### src/rtl/switch_debouncer.sv
// Player switch-bank conditioner: two-flop synchroniser, a persistence counter per bit, and a
// registered one-cycle change event (mask, lowest index, direction, multi-change flag).
module switch_debouncer #(
  parameter int unsigned WIDTH           = 8,
  parameter int unsigned DEBOUNCE_CYCLES = 500000,
  parameter int unsigned IDX_W           = 3
) (
  input  logic             clk,
  input  logic             rst,
  input  logic [WIDTH-1:0] switch_raw,
  output logic [WIDTH-1:0] switch_stable,
  output logic [WIDTH-1:0] changed_bit,
  output logic             change_valid,
  output logic [IDX_W-1:0] change_idx,
  output logic             change_dir,
  output logic             multi_change
);

  localparam int unsigned CntW = $clog2(DEBOUNCE_CYCLES) + 1;
  localparam int unsigned PopW = $clog2(WIDTH + 1);
  localparam logic [CntW-1:0] CntMax = CntW'(DEBOUNCE_CYCLES - 1);

  logic [WIDTH-1:0] sync1_q, sync2_q;
  logic [CntW-1:0]  cnt_q [WIDTH];
  logic [CntW-1:0]  cnt_d [WIDTH];
  logic [WIDTH-1:0] stable_q, stable_d;
  logic [WIDTH-1:0] changed_q, changed_d;
  logic             valid_q, valid_d;
  logic [IDX_W-1:0] idx_q, idx_d;
  logic             dir_q, dir_d;
  logic             multi_q, multi_d;
  logic [PopW-1:0]  pop;

  // Persistence counters: any agreement with the stable value restarts the count.
  always_comb begin
    stable_d  = stable_q;
    changed_d = '0;
    for (int i = 0; i < WIDTH; i++) begin
      cnt_d[i] = '0;
      if (sync2_q[i] != stable_q[i]) begin
        if (cnt_q[i] == CntMax) begin
          stable_d[i]  = sync2_q[i];
          changed_d[i] = 1'b1;
        end else begin
          cnt_d[i] = cnt_q[i] + CntW'(1);
        end
      end
    end
  end

  // Event fields are derived from next-state values so they register alongside the mask.
  always_comb begin
    idx_d = '0;
    dir_d = 1'b0;
    pop   = '0;
    for (int i = WIDTH - 1; i >= 0; i--) begin
      if (changed_d[i]) begin
        idx_d = IDX_W'(i);
        dir_d = stable_d[i];
      end
    end
    for (int i = 0; i < WIDTH; i++) begin
      pop = pop + PopW'(changed_d[i]);
    end
    valid_d = |changed_d;
    multi_d = (pop > PopW'(1));
  end

  always_ff @(posedge clk) begin
    if (rst) begin
      sync1_q   <= '0;
      sync2_q   <= '0;
      stable_q  <= '0;
      changed_q <= '0;
      valid_q   <= 1'b0;
      idx_q     <= '0;
      dir_q     <= 1'b0;
      multi_q   <= 1'b0;
      for (int i = 0; i < WIDTH; i++) begin
        cnt_q[i] <= '0;
      end
    end else begin
      sync1_q   <= switch_raw;
      sync2_q   <= sync1_q;
      stable_q  <= stable_d;
      changed_q <= changed_d;
      valid_q   <= valid_d;
      idx_q     <= idx_d;
      dir_q     <= dir_d;
      multi_q   <= multi_d;
      for (int i = 0; i < WIDTH; i++) begin
        cnt_q[i] <= cnt_d[i];
      end
    end
  end

  assign switch_stable = stable_q;
  assign changed_bit   = changed_q;
  assign change_valid  = valid_q;
  assign change_idx    = idx_q;
  assign change_dir    = dir_q;
  assign multi_change  = multi_q;

endmodule

### config.mk
export PLATFORM = sky130hd
export DESIGN_NAME = switch_debouncer
export DESIGN_NICKNAME = d
export VERILOG_FILES = /design/src/rtl/switch_debouncer.sv
export SDC_FILE = /design/constraint.sdc
export NUM_CORES = 1
export LEC_CHECK = 0
export ABC_AREA = 1
export BUFFER_PORTS_ARGS = -buffer_cell sky130_fd_sc_hd__buf_2
export CAP_MARGIN = 20
export CORE_UTILIZATION = 50
export CTS_CLUSTER_DIAMETER = 200
export DETAILED_ROUTE_END_ITERATION = 16
export GPL_TIMING_DRIVEN = 0
export PLACE_DENSITY = 0.72
export SETUP_SLACK_MARGIN = 0.05
export SLEW_MARGIN = 40
export SYNTH_ARGS = -nofsm -noshare
export SYNTH_HDL_FRONTEND = slang
export SYNTH_SLANG_ARGS = --single-unit
### constraint.sdc
create_clock -name clk -period 4.8 [get_ports clk]
set_input_delay 0.24 -clock clk [delete_from_list [all_inputs] [get_ports clk]]
set_output_delay 0.24 -clock clk [all_outputs]
set_load 0.02 [all_outputs]
After elaboration in Yosys (flattened, before gate mapping)
Memories as Yosys holds them, arrays and structs flattened.
Index checks and enable logic that the tools add are counted.
{"block": "op_classes", "n_addsub": 15, "multipliers": 0, "div": 0, "order_cmp": 1, "eq_ne": 16, "shifts": 0, "mux": 74, "n_bitwise": 8, "n_reduce_logical": 4}
{"operator": "$mux 20", "count": 24}
{"operator": "$add 20x1->20 const B", "count": 8}
{"operator": "$eq 20x19->1 const B", "count": 8}
{"operator": "$mux 1", "count": 44}
{"operator": "$add 4x1->4", "count": 4}
{"operator": "$mux 3", "count": 4}
{"operator": "$ne 1x1->1", "count": 8}
{"operator": "$or 1x1->1", "count": 8}
{"operator": "$reduce_or 8->1", "count": 1}
{"operator": "$reduce_or 5->1", "count": 1}
{"operator": "$add 3x1->4", "count": 1}
{"operator": "$gt 4x1->1 const B", "count": 1}
{"operator": "$mux 2", "count": 2}
{"operator": "$add 2x1->3", "count": 1}
{"operator": "$reduce_or 3->1", "count": 1}
{"operator": "$add 1x1->2", "count": 1}
{"operator": "$reduce_or 2->1", "count": 1}
{"block": "word_totals", "regBits": 38, "latch_bits": 0, "ram_bits": 160, "mem_bits_ro": 0, "memories": 1}
{"memory": "cnt_q", "depth": 8, "width": 20, "read_ports": 8, "rd_ports_with_merged_regs": 0, "write_ports": 8, "line": "24", "text": "logic [CntW-1:0] cnt_q [WIDTH];"}

Logic depth before layout (Yosys ltp)
Gate-level depths: netlist of the first run.
An unclocked memory read counts as a cell.
{"block": "logic_depth", "word_depth": 12, "mapped_depth": 17}

Least setup slack after synthesis of the first run
Ideal clock, no wire load.
{"block": "synth_path", "kind": "register to register", "start": "memory cnt_q[0][20] in the netlist's numbering", "end": "register multi_q, in the netlist multi_change", "setup_time_ns": 0.074, "arrival_time_ns": 3.459, "path_slack_ns": 1.267, "stages_incl_launch_ff": 16, "path_buffers": 0, "cell_sequence": "dfxtp_1 ha_1 nand2_1 nor2_2 nand3_1 nor2_1 nand2_1 fa_1 fa_1 fa_1 inv_1 ha_1 inv_1 fa_1 a31o_2 a31oi_1"}
{"item": "from (decl)", "line": "24"}
{"item": "to (signal assigned)", "line": "90", "text": "multi_q <= multi_d;"}
{"item": "to (decl)", "line": "31", "text": "logic multi_q, multi_d;"}

==> PnR_summary.wiki, run 1 <==
{| class="wikitable"
! Metric !! Value
|-
| Result of the run || complete, no violations
|-
| Area overhead of the layout relative to synthesis || 11.8%
|-
| Half-perimeter wire length after placement || 12.6 mm
|-
| Storage element area || ~0.004 mm^2
|-
| Number of synthesized flops with an enable pin || 0
|-
| Via count of the first global-routing pass || 6585
|-
| Most used cell along the critical path || sky130_fd_sc_hd__fa_1
|-
| First-pass iteration count of the detailed router || 5
|-
| Buf/Inv on CP || 2
|-
| Top cell type's share of synthesized area || 44.2%
|-
| Die span in y || roughly 140 um
|-
| Final min period || 3900 ps
|-
| Static leakage || 0.00361 uW
|-
| Clock latency on the worst-skew pair || 430 ps
|-
| Number of instances in the synthesized netlist || 1205
|-
| Hold Crit Class || in -> reg
|-
| CTS Buf Count || 17
|-
| Synth area leaders || sky130_fd_sc_hd__dfxtp_1 (44%), sky130_fd_sc_hd__nand2_1 (8.3%), sky130_fd_sc_hd__inv_1 (7.8%)
|-
| Largest delay contributor family on the critical path || adder cells
|-
| Overall Power || 3190 uW
|-
| Flops & latches, synth || 198
|-
| Total wire length after detailed routing || 17.1 mm
|-
| H-tree lvl count || 4
|-
| Slew margin rel. || around 60%
|-
| DRC marker count from the first detailed-route iteration || 441
|-
| Via count || 7365
|-
| Number of hold violations in the final report || 0
|-
| Drc violations || 0
|-
| Last weighted congestion value of the routability-driven placer || approximately 0.84
|-
| Share of the clock period used by the worst path || 81.2%
|-
| Critical path's largest stage delay || 600 ps
|-
| Fin Clk Skew || slightly below 10 ps
|-
| Setup violators final || 0
|-
| Post-layout util || between 50% and 60%
|-
| Cell breakdown of the critical path || ha_1, nand2_1, nor2_2, nand3_1, nor2_1, nand2_1, fa_1, fa_1, fa_1, inv_1, ha_1, inv_1, fa_1, a31o_2, a31oi_1
|-
| Clock-pin slew on the worst setup and hold paths || approximately 70 ps
|-
| Max FO, Critical Path || 5
|-
| Path type of the worst setup path || reg -> reg
|-
| Layout cells sized above 1 || 10.0%
|-
| Mean post-synth cell area || around 7.4 um^2
|-
| Cell at the root of the clock tree || sky130_fd_sc_hd__clkbuf_16
|-
| Unique masters post-synth || 42
|-
| Number of nets in the final layout || 1280
|-
| Setup Total Neg Slack || 0 ps
|-
| Req. time, crit path || just over 5000 ps
|-
| CTS tree || done
|-
| Peak VDD IR || 0.231 mV
|-
| Ratio of routed vias to standard cells || 4.94
|-
| Cells resized by post-CTS repair || 0
|-
| Power density relative to cell area || between 300 and 400 mW/mm^2
|-
| Wire length per cell || 11.5 um
|-
| Global-route wire length before repair || 28.8 mm
|-
| Worst-margin pin slew || just over 600 ps
|-
| Die area || 0.0185 mm^2
|-
| Crit end category || register
|-
| Footprint of the multi-input gates || ~0.0042 mm^2
|-
| Count of antenna diodes in the layout || 0
|-
| Hold buffer count at CTS || 0
|-
| Share of flip-flops with an asynchronous set or reset after synthesis || 0%
|-
| Max-capacitance violation count || 0
|-
| Count of fill cells added during filler insertion || 1622
|-
| Sequential share of the synthesized area || 44.2%
|-
| Warnings, synthesis || 0
|-
| Std-Cell Rows || 48
|-
| CORE AREA || 0.0174 mm^2
|-
| # port buffers || 30
|-
| Number of pins exceeding their max-slew limit in the final report || 0
|-
| Synthesized netlist net count || 1231
|-
| Antenna violations before repair || 0
|-
| Dominant cell type by area after synthesis || sky130_fd_sc_hd__dfxtp_1
|-
| Upper clock frequency limit || roughly 0.26 GHz
|-
| Clock tree buffer depth || 2
|-
| Global route total overflow || 0
|-
| CP arrival || 4240 ps
|-
| Tot GR Track Use || 19.4%
|-
| IO Count || 32
|-
| Slowest cell on crit path || sky130_fd_sc_hd__fa_1
|-
| Unrepaired setup endpoints after global routing || no
|-
| Mapped Area || 0.00898 mm^2
|-
| Die X || 136 um
|-
| Clk sinks || 198
|-
| Setup repair bufs after CTS || 0
|-
| Largest net degree at the start of global routing || 18
|-
| Critical Path Source Type || register
|-
| DRT antenna net count || 0
|-
| Dominant register cell in the synthesized netlist || sky130_fd_sc_hd__dfxtp_1
|-
| Initial cell density of the core || 51.5%
|}
final timing paths:
kind                       from           end  slack, ps  cells past startpoint
setup / recovery   cnt_q[0][20]  multi_change        900                     15
hold / removal    switch_raw[5]    sync1_q[5]         30                      3
setup reg to reg   cnt_q[0][20]  multi_change        900                     15
hold reg to reg      sync1_q[1]    sync2_q[1]        400                      2
flip-flops by register name, indices dropped and copies added (netlist names):
signal	flops
change_dir	1
changed_bit	8
sync1_q	8
multi_change	1
switch_stable	8
change_idx	3
change_valid	1
sync2_q	8
cnt_q	160
layer usage:
metal / up-vias / wire length (um) / share of wire [%] / GRT usage, %
met5: - / 0 / 0 / 0
met4: 0 / 223 / 1.3 / 6.17
met3: 16 / 626 / 3.7 / 4.70
met2: 85 / 7870 / 46 / 32.5
met1: 3311 / 8420 / 49 / 24.6
li1: 3953 / - / - / -
per-stage QoR:
step                      setup slack [ps]  std cells  area [um^2]  hold slack, ps
after CTS                              864       1492        10000            14.1
after global placement                 935       1460         9410             390
final                                  903       1492        10000            28.1
after global routing                   508       1492        10000            21.5
after floorplan                       1270       1205         8980             347
after detailed placement               918       1460         9410             395
report_power, final:
group          switching [uW]  total [uW]  internal (uW)  leakage (uW)
Clock                     633        1490            856      0.000306
Combinational            30.2        43.7           13.5       0.00171
Sequential               5.08        1660           1650       0.00160
Total                     668        3190           2520       0.00361
cell usage after synthesis (2+ instances only):
master / number
sky130_fd_sc_hd__nor2_1: 180
sky130_fd_sc_hd__buf_2: 8
sky130_fd_sc_hd__nand3_2: 6
sky130_fd_sc_hd__o21a_1: 9
sky130_fd_sc_hd__inv_2: 6
sky130_fd_sc_hd__a211oi_1: 2
sky130_fd_sc_hd__nor3b_1: 15
sky130_fd_sc_hd__or2_2: 4
sky130_fd_sc_hd__nor4_4: 2
sky130_fd_sc_hd__dfxtp_1: 198
sky130_fd_sc_hd__nand3_1: 51
sky130_fd_sc_hd__nor2_4: 5
sky130_fd_sc_hd__nand2_1: 198
sky130_fd_sc_hd__nand4_1: 28
sky130_fd_sc_hd__a21oi_1: 75
sky130_fd_sc_hd__nand2_2: 8
sky130_fd_sc_hd__o21ai_0: 32
sky130_fd_sc_hd__a31oi_1: 7
sky130_fd_sc_hd__nor3_1: 62
sky130_fd_sc_hd__nand4_2: 2
sky130_fd_sc_hd__xor2_1: 36
sky130_fd_sc_hd__xnor2_1: 17
sky130_fd_sc_hd__nand3b_1: 3
sky130_fd_sc_hd__or2_0: 3
sky130_fd_sc_hd__nor3_2: 3
sky130_fd_sc_hd__buf_1: 2
sky130_fd_sc_hd__fa_1: 4
sky130_fd_sc_hd__nor2_2: 15
sky130_fd_sc_hd__nor4_1: 12
sky130_fd_sc_hd__nor3_4: 2
sky130_fd_sc_hd__inv_1: 186
sky130_fd_sc_hd__ha_1: 12
sky130_fd_sc_hd__clkbuf_1: 3
cells by family (layout without fill, tap and decap cells):
logic type | after synthesis | count (layout) | synth area share (%)
and+or+nand+nor | 602 | 602 | 31.5
buffers and inverters | 206 | 268 | 8.77
DFF | 198 | 198 | 44.2
AOI/OAI and AO/OA | 130 | 130 | 7.81
xor gates and xnor gates | 53 | 53 | 5.17
adders and majority gates | 16 | 16 | 2.56
layout by cell type, fill, tap and decap left out, types with 8 or more instances in the layout:
| master | count |
|---|---|
| sky130_fd_sc_hd__o21a_1 | 9 |
| sky130_fd_sc_hd__nand4_1 | 28 |
| sky130_fd_sc_hd__clkbuf_16 | 17 |
| sky130_fd_sc_hd__nor3b_1 | 15 |
| sky130_fd_sc_hd__inv_1 | 186 |
| sky130_fd_sc_hd__nor2_2 | 15 |
| sky130_fd_sc_hd__nor3_1 | 62 |
| sky130_fd_sc_hd__nand2_2 | 8 |
| sky130_fd_sc_hd__nor2_1 | 180 |
| sky130_fd_sc_hd__ha_1 | 12 |
| sky130_fd_sc_hd__dfxtp_1 | 198 |
| sky130_fd_sc_hd__nand2_1 | 198 |
| sky130_fd_sc_hd__buf_2 | 38 |
| sky130_fd_sc_hd__xnor2_1 | 17 |
| sky130_fd_sc_hd__xor2_1 | 36 |
| sky130_fd_sc_hd__a21oi_1 | 75 |
| sky130_fd_sc_hd__nand3_1 | 51 |
| sky130_fd_sc_hd__nor4_1 | 12 |
| sky130_fd_sc_hd__o21ai_0 | 32 |
tightest hold or removal path, delay by kind of cell:
family                 cells  cell delay, ps
AND/OR/NAND/NOR            1              60
buffers and inverters      2             120
layout make-up:
type / instances / share of cell area (%)
Timing Repair Buffer: 30 / 1.50
Multi-Input combinational cell: 801 / 42.1
Clock inverter: 13 / 1.71
Sequential cell: 198 / 39.5
Inverter: 192 / 7.18
Clock buffer: 19 / 4.51
Buffer: 14 / 0.661
Tap cell: 225 / 2.81
(Power assumes the default switching activity.)
==> run 2, diff against run 1 <==
- clock period: 4.8 -> 3.9 ns (I/O delays scaled with it)
==> run 2 against run 1 <==
  * Clock skew barely moved
  * Worst hold slack gained 360 ps
  * Core utilization up 1.5 points
  * Critical path depth is 2 higher
  * Clock power rose by 23%
  * Non-clock buffer count grew 17
  * Flip-flop and latch count unchanged
==> PnR_summary.wiki, run 2 (synthesized netlist as in run 1, its figures left out) <==
{| class="wikitable"
! Metric !! Value
|-
| First-pass iteration count of the detailed router || 5 (unchanged)
|-
| Total internal power || 3110 uW (+23%)
|-
| CP arrival || 4130 ps (-110 ps)
|-
| Leading cell types in the layout, fill and taps excluded || sky130_fd_sc_hd__dfxtp_1 (195), sky130_fd_sc_hd__nand2_1 (193), sky130_fd_sc_hd__inv_1 (182)
|-
| Met2 layer wire length in the routed design || 8.11 mm (+3.1%)
|-
| Placed cell count || 1460 (unchanged)
|-
| Top sig layer || met4
|-
| Cell at the root of the clock tree || sky130_fd_sc_hd__clkbuf_16
|-
| Fin Clk Skew || 10.0 ps (+0.257 ps)
|-
| Ratio of routed vias to standard cells || 4.95 (+0.26%)
|-
| Max FO, Critical Path || 3 (-2)
|-
| Register share of total power || 51.8% (about the same)
|-
| Max-capacitance violation count || 0 (unchanged)
|-
| Antenna violations before repair || 0 (unchanged)
|-
| Sw frac || 21.0% (+0.070 points)
|-
| Die area || 0.0185 mm^2 (unchanged)
|-
| Number of pins exceeding their max-slew limit in the final report || 0 (unchanged)
|-
| Wl on met1 || 8.50 mm (+0.91%)
|-
| Global route total overflow || 0 (unchanged)
|-
| Tot GR Track Use || 19.5% (+0.096 points)
|-
| Drc violations || 0 (unchanged)
|-
| Number of nets in the final layout || 1297 (+1.3%)
|-
| Combinational share of power || 1.6% (+0.2 points)
|-
| Initial cell density of the core || 51.5% (unchanged)
|-
| Via count of the first global-routing pass || 6629 (+0.67%)
|-
| Worst-margin pin slew || 602 ps (-16.6 ps)
|-
| Power density relative to cell area || 382 mW/mm^2 (+20%)
|-
| Result of the run || complete, no violations
|-
| Critical Path Source Type || register
|-
| Path type of the worst setup path || reg -> reg
|-
| Peak VDD IR || 0.285 mV (+24%)
|-
| Req. time, crit path || 4250 ps (-900 ps)
|-
| Flip-flop count of the largest register after layout || 160 (unchanged)
|-
| Most common library cell in the layout ignoring fill and taps || sky130_fd_sc_hd__dfxtp_1
|-
| Std-Cell Rows || 48 (unchanged)
|-
| Met3 WL || 582 um (-7.0%)
|-
| CTS tree || done
|-
| Unrepaired setup endpoints after global routing || yes
|-
| Total wire length after detailed routing || 17.4 mm (+1.6%)
|-
| Clock latency on the worst-skew pair || 430 ps (about the same)
|-
| Final cell area excluding filler cells || 0.0103 mm^2 (+2.6%)
|-
| Die span in y || 136 um (unchanged)
|-
| Clock tree buffer depth || 2 (unchanged)
|-
| Layout cells sized above 1 || 12.3% (+2.3 points)
|-
| CTS Buf Count || 17 (unchanged)
|-
| Largest net degree at the start of global routing || 18 (unchanged)
|-
| Wire length per cell || 11.5 um (+0.46%)
|-
| Non-filler instance count after layout || 1509 (+1.1%)
|-
| IO Count || 32 (unchanged)
|-
| Via count || 7468 (+1.4%)
|-
| H-tree lvl count || 4 (unchanged)
|-
| Upper clock frequency limit || 0.265 GHz (+3.1%)
|-
| Hold Worst Slack || 387 ps (+359 ps)
|-
| Slew margin rel. || 59.9% (+1.1 points)
|-
| Number of hold violations in the final report || 0 (unchanged)
|-
| Most flop-heavy register || cnt_q
|-
| DP Area || 0.00941 mm^2 (unchanged)
|-
| Share of the clock period used by the worst path || 96.9% (+16 points)
|-
| Count of antenna diodes in the layout || 0 (unchanged)
|-
| Global-route wire length before repair || 29.0 mm (+0.58%)
|-
| CORE AREA || 0.0174 mm^2 (unchanged)
|-
| Static leakage || 0.00371 uW (+2.8%)
|-
| Last weighted congestion value of the routability-driven placer || 0.839 (unchanged)
|-
| Setup violators final || 0 (unchanged)
|-
| Half-perimeter wire length after placement || 12.6 mm (unchanged)
|-
| Reported net switching power || 828 uW (+24%)
|-
| Clock-pin slew on the worst setup and hold paths || 70 ps (about the same)
|-
| Crit end category || register
|-
| # port buffers || 30 (unchanged)
|-
| Area overhead of the layout relative to synthesis || 14.6%
|-
| Die X || 136 um (unchanged)
|-
| Hold Crit Class || in -> reg
|-
| DRC marker count from the first detailed-route iteration || 412 (-6.6%)
|-
| Clock network fraction of total power || 46.7% (about the same)
|-
| Final min period || 3780 ps (-117 ps)
|-
| DRT antenna net count || 0 (unchanged)
|-
| Clk sinks || 198 (unchanged)
|}
run 2: cell count changes in the layout (fill, tap and decap cells not counted), moves of 4 or more:
cell | previous run | this run
sky130_fd_sc_hd__dlygate4sd3_1 | 0 | 8
sky130_fd_sc_hd__buf_4 | 1 | 10
sky130_fd_sc_hd__inv_1 | 186 | 182
sky130_fd_sc_hd__nand2_1 | 198 | 193
sky130_fd_sc_hd__inv_2 | 6 | 10
run 2: per-layer routing:
metal	vias to the layer above	global-route usage [%]
li1	3987	-
met1	3383	24.7
met2	81	32.7
met3	17	4.70
met4	0	6.17
met5	-	0
run 2: what timing repair did:
action	4_1_cts	5_1_grt
buffers inserted	1	8
endpoints found under the setup margin	1	1
hold buffers	8	0
endpoints found under the hold margin	8	0
resized for setup	3	27
pin swaps	1	10
run 2: area by class of cell:
cell class,instances,area [um^2]
fill,1582,7130
multi-input combinational,801,4330
sequential,198,3970
inverter,192,721
clock buffer,19,453
timing repair buffer,47,298
tap,225,282
clock inverter,13,171
buffer,14,66.3
run 2: final timing paths:
check                                  from              to  slack [ps]  cells past startpoint
worst max-delay path            cnt_q[0][0]    multi_change         120                     17
worst min-delay path                    rst  changed_bit[7]         390                      4
worst max register to register  cnt_q[0][0]    multi_change         120                     17
worst min register to register   sync1_q[1]      sync2_q[1]         400                      2
run 2: worst max-delay path, cell delays in order (launching register included):
cell and delay, ps:
sky130_fd_sc_hd__dfxtp_2 360, sky130_fd_sc_hd__ha_4 140, sky130_fd_sc_hd__nand2_2 50, sky130_fd_sc_hd__inv_2 60, sky130_fd_sc_hd__nand2_2 60, sky130_fd_sc_hd__nor4_4 210, sky130_fd_sc_hd__nand3_2 130, sky130_fd_sc_hd__inv_2 110
sky130_fd_sc_hd__nand2_4 70, sky130_fd_sc_hd__fa_1 490, sky130_fd_sc_hd__fa_1 570, sky130_fd_sc_hd__fa_1 410, sky130_fd_sc_hd__inv_1 70, sky130_fd_sc_hd__ha_2 180, sky130_fd_sc_hd__inv_2 40, sky130_fd_sc_hd__fa_2 390
sky130_fd_sc_hd__a31o_4 230, sky130_fd_sc_hd__a31oi_4 130
run 2: power by group through the flow:
stage,clock network (uW),registers [uW],logic (uW)
floorplan,0,2080,36.6
global placement,0,2080,53.6
detailed placement,0,2080,54.3
CTS,1880,2040,60.5
global route,1960,2040,69.2
finish,1840,2040,61.5
run 2: per-stage QoR:
stage	setup slack (ps)	util, %	TNS, ps	total power, uW
after global placement	34.8	54.0	0	2140
after floorplan	367	-	0	2120
final	121	59.1	0	3930
after detailed placement	18.1	54.0	0	2140
after global routing	-77.8	59.1	-77.8	4070
after CTS	62.2	58.1	0	3980
